## config.mk

```make
export PLATFORM = sky130hd
export DESIGN_NAME = logic_unit_pipe
export DESIGN_NICKNAME = d
export VERILOG_FILES = /design/src/rtl/logic_unit_pkg.sv /design/src/rtl/logic_unit_core.sv /design/src/rtl/logic_unit_pipe.sv
export SDC_FILE = /design/constraint.sdc
export NUM_CORES = 1
export LEC_CHECK = 0
export CAP_MARGIN = 20
export CORE_UTILIZATION = 53
export DETAILED_ROUTE_END_ITERATION = 10
export PLACE_DENSITY = 0.86
export SETUP_SLACK_MARGIN = 0.2
export SKIP_CTS_REPAIR_TIMING = 1
export SYNTH_ARGS = -nofsm -noshare
export SYNTH_HDL_FRONTEND = slang
export SYNTH_SLANG_ARGS = --single-unit
```

## constraint.sdc

```tcl
create_clock -name clk -period 2.7 [get_ports clk]
set_clock_uncertainty 0.1 [all_clocks]
set_input_delay 0.27 -clock clk [delete_from_list [all_inputs] [get_ports clk]]
set_output_delay 0.27 -clock clk [all_outputs]
set_load 0.02 [all_outputs]
```

## src/rtl/logic_unit_pkg.sv

```systemverilog
// Shared definitions for the registered bitwise logic unit: op codes,
// handshake state encoding and a width-parameterised evaluation helper.
package logic_unit_pkg;

    typedef enum logic [2:0] {
        OP_AND  = 3'b000,
        OP_OR   = 3'b001,
        OP_XOR  = 3'b010,
        OP_NAND = 3'b011,
        OP_NOR  = 3'b100,
        OP_XNOR = 3'b101,
        OP_NOT  = 3'b110,
        OP_PASS = 3'b111
    } op_t;

    typedef enum logic {
        EMPTY = 1'b0,
        FULL  = 1'b1
    } state_t;

    // Static-function wrapper so one definition serves every operand width.
    virtual class lu_fn #(parameter int unsigned W = 8);
        static function logic [W-1:0] apply(input op_t op,
                                            input logic [W-1:0] a,
                                            input logic [W-1:0] b);
            logic [W-1:0] r;
            unique case (op)
                OP_AND:  r = a & b;
                OP_OR:   r = a | b;
                OP_XOR:  r = a ^ b;
                OP_NAND: r = ~(a & b);
                OP_NOR:  r = ~(a | b);
                OP_XNOR: r = ~(a ^ b);
                OP_NOT:  r = ~a;
                OP_PASS: r = a;
                default: r = '0;
            endcase
            return r;
        endfunction
    endclass

endpackage

```

## src/rtl/logic_unit_core.sv

```systemverilog
// Purely combinational bitwise function unit; no state, no handshake.
module logic_unit_core
    import logic_unit_pkg::*;
#(
    parameter int unsigned WIDTH = 8
) (
    input  logic [WIDTH-1:0] a,
    input  logic [WIDTH-1:0] b,
    input  op_t              op,
    output logic [WIDTH-1:0] y
);

    always_comb begin
        y = lu_fn#(WIDTH)::apply(op, a, b);
    end

endmodule

```

## src/rtl/logic_unit_pipe.sv

```systemverilog
// Registered logic unit with valid/ready handshake, result-feedback chain
// mode and status flags derived from the output register.
module logic_unit_pipe
    import logic_unit_pkg::*;
#(
    parameter int unsigned     WIDTH   = 8,
    parameter logic [WIDTH-1:0] RESET_Y = '0
) (
    input  logic             clk,
    input  logic             rst_n,
    input  logic             in_valid,
    output logic             in_ready,
    input  logic [WIDTH-1:0] A,
    input  logic [WIDTH-1:0] B,
    input  logic [2:0]       OP,
    input  logic             CHAIN,
    output logic             out_valid,
    input  logic             out_ready,
    output logic [WIDTH-1:0] Y,
    output logic             ZERO,
    output logic             ONES,
    output logic             PARITY
);

    state_t           state_q;
    state_t           state_d;
    logic [WIDTH-1:0] y_q;
    logic [WIDTH-1:0] chain_q;
    logic [WIDTH-1:0] b_eff;
    logic [WIDTH-1:0] result;
    logic             accept;

    assign out_valid = (state_q == FULL);
    assign in_ready  = !out_valid || out_ready;
    assign accept    = in_valid && in_ready;
    assign b_eff     = CHAIN ? chain_q : B;

    logic_unit_core #(
        .WIDTH(WIDTH)
    ) u_core (
        .a  (A),
        .b  (b_eff),
        .op (op_t'(OP)),
        .y  (result)
    );

    always_ff @(posedge clk or negedge rst_n) begin
        if (!rst_n) begin
            state_q <= EMPTY;
        end else begin
            state_q <= state_d;
        end
    end

    // An accept always lands a result, so it wins over a same-cycle consume.
    always_comb begin
        state_d = state_q;
        unique case (state_q)
            EMPTY: if (accept) state_d = FULL;
            FULL: begin
                if (accept)         state_d = FULL;
                else if (out_ready) state_d = EMPTY;
            end
            default: state_d = EMPTY;
        endcase
    end

    always_ff @(posedge clk or negedge rst_n) begin
        if (!rst_n) begin
            y_q     <= RESET_Y;
            chain_q <= RESET_Y;
        end else if (accept) begin
            y_q     <= result;
            chain_q <= result;
        end
    end

    assign Y      = y_q;
    assign ZERO   = (y_q == '0);
    assign ONES   = (y_q == '1);
    assign PARITY = ^y_q;

endmodule

```

==> metrics <==
peak supply drop=0.000502 V; GRT Util Overall=26.7%; drc violations=0; Setup Crit Path Kind=in -> reg; vias per inst=5.93; Longest Clk Path Bufs=2; worst slew pin tran=0.586 ns; CP max-delay cell=clkdlybuf4s50_1; RSZ-0062 raised after global routing=no; worst skew pair latency=0.27 ns; CP Launch Type=input pin; top post-synthesis cells by area=ha_1, dfrtp_1, nand2b_1; port buffer count=36; mapped cell area=1440 µm²; worst min path class=in -> async; CP most frequent cell=o32ai_1; crit path from=CHAIN; Async S/R FF share, synth=100%; CP required=2.79 ns; Worst EP arrival=2.37 ns; leading area contributor after synthesis=ha_1; area share of the largest cell type after synthesis=20.9%; Routed WL=3700 µm; CTS Sinks=9; Detail Placement HPWL=2820 µm; FF-to-FF path depth=6; fraction of layout cells with a size suffix above 1=3.77%; Max FO, Critical Path=8; Hold Fails Final Rpt=0; H-tree depth=1; clock period minus worst slack=2.29 ns; synth unique cells=30; Cell Rows=18; Worst-path clk slew=0.06 ns; Yosys reg bits=9; Leakage=0.859 nW; crit share post-route=84.7%; Syn-to-layout area delta=26.3%; commonest non-fill, non-tap cell in the layout=clkdlybuf4s50_1; TritonRoute pass-1 iters=4; total CTS buffers=3; Die Span X=54.0 µm; I/O pin total=37; DR vias=1434; post-DR wirelength/cell=15.3 µm; Post-synth EDFFs=0; Die ar.=2920 µm²; Antenna Cells=0; Syn Inst Count=180; vias in the first global route=1303; worst path cell trace=clkdlybuf4s50_1 > mux2i_1 > inv_1 > ha_1 > nor2b_1 > o32ai_1 > o32ai_1 > o21ai_1; Slew Limit Fails=0; Yosys Warn Count=0; Reg2Reg Launch Point=Y[2]; largest net degree at the start of global routing=20; Cell Pwr Density=447 nW/µm²; commonest non-fill, non-tap cells in the layout=clkdlybuf4s50_1, nand2b_1, inv_1, ha_1, o32ai_1; initial cell density of the core=56.9%; Worst slew margin=60.8%; Hold Slack=0.200 ns; TritonCTS clock tree=built; initial antenna violation count=0; syn_nets=228; GP Congestion=0.802; Peak Freq=437 MHz; Syn Area/Cell=7.97 µm²; outcome=finished clean; root buffer cell=clkbuf_4; max_cap viols=0; Setup-failing EPs final=0; Setup crit end kind=register; Core ar.=2520 µm²; predominant post-synthesis flop cell=dfrtp_1; Nets=261; post-route ant nets=0; Final TNS setup=0 ns; sequential cell area fraction in the yosys report=15.7%; grt ovf=0; CP peak stage delay=0.76 ns; first-pass GRT wire length=5610 µm; Die Y=54.0 µm; 1st-iter DRT viols=47
[stage by stage]
stage | power [mW] | worst slack (ns) | area, µm² | instances | utilization [%]
6_report | 0.811 | 0.413 | 1810 | 242 | 71.9
5_1_grt | 0.875 | 0.212 | 1810 | 242 | 71.9
4_1_cts | 0.810 | 0.245 | 1810 | 242 | 71.8
3_5_place_dp | 0.699 | 0.139 | 1780 | 238 | 70.7
3_3_place_gp | 0.673 | 0.226 | 1780 | 238 | 70.7
2_1_floorplan | 0.500 | 0.899 | 1440 | 180 | -
[state kept, by name, summed over array words and instances, names as in the netlist]
signal	count
Y	8
out_valid	1
[critical path: cells and delay by family]
family	cells	cell delay, ns
fa+ha+maj	1	0.19
mux	1	0.33
simple gates	1	0.14
compound gates	3	0.60
buf+inv	2	0.83
[cell type report]
type	instances	area (µm²)
flip-flops and latches	9	225
multi-input cells	136	1050
fillers	186	709
clock buffers	4	26.3
inverters	24	90.1
repair buffers	39	385
well taps	30	37.5
[layer usage]
metal | share of wire, % | GRT usage [%] | up-vias
met1 | 41 | 32.1 | 670
met5 | 0 | 0 | -
li1 | - | - | 688
met2 | 49 | 44.2 | 61
met3 | 5.4 | 5.93 | 15
met4 | 4.0 | 13.2 | 0
[cells by family (layout without fill, tap and decap cells)]
group                    after synthesis  after routing  synth area share, %
AND/OR/NAND/NOR                       62             62                 26.4
AO/OA/AOI/OAI                         39             39                 18.3
buffers and inverters                 35             67                 11.2
adder cells (fa/ha/maj)               24             24                 20.9
flip-flops                             9              9                 15.7
multiplexers                           8              8                 5.58
XOR/XNOR                               3              3                 1.83
[synth_stat cells (all sizes together), types with 2 or more instances]
master / count
nand2b: 27
ha: 24
inv: 24
o32ai: 14
nor2b: 12
nand2: 11
buf: 9
dfrtp: 9
a21oi: 8
mux2i: 8
o21ai: 8
o22ai: 7
and2b: 2
and4: 2
clkbuf: 2
nor4bb: 2
or3: 2
xnor2: 2
[path summary, 6_finish.rpt]
check                      slack [ns]        end
min in group clk                 0.44  out_valid
min                              0.20       Y[2]
max reg2reg                      0.83       Y[2]
max in group asynchronous        2.00  out_valid
min reg2reg                      0.44  out_valid
max                              0.41       Y[7]
[power by group]
part	internal, mW	total (mW)	switching, mW
Clock	0.0573	0.110	0.0532
Sequential	0.159	0.194	0.0349
Combinational	0.250	0.506	0.256
Note: power is estimated with default switching activity, not from simulation.
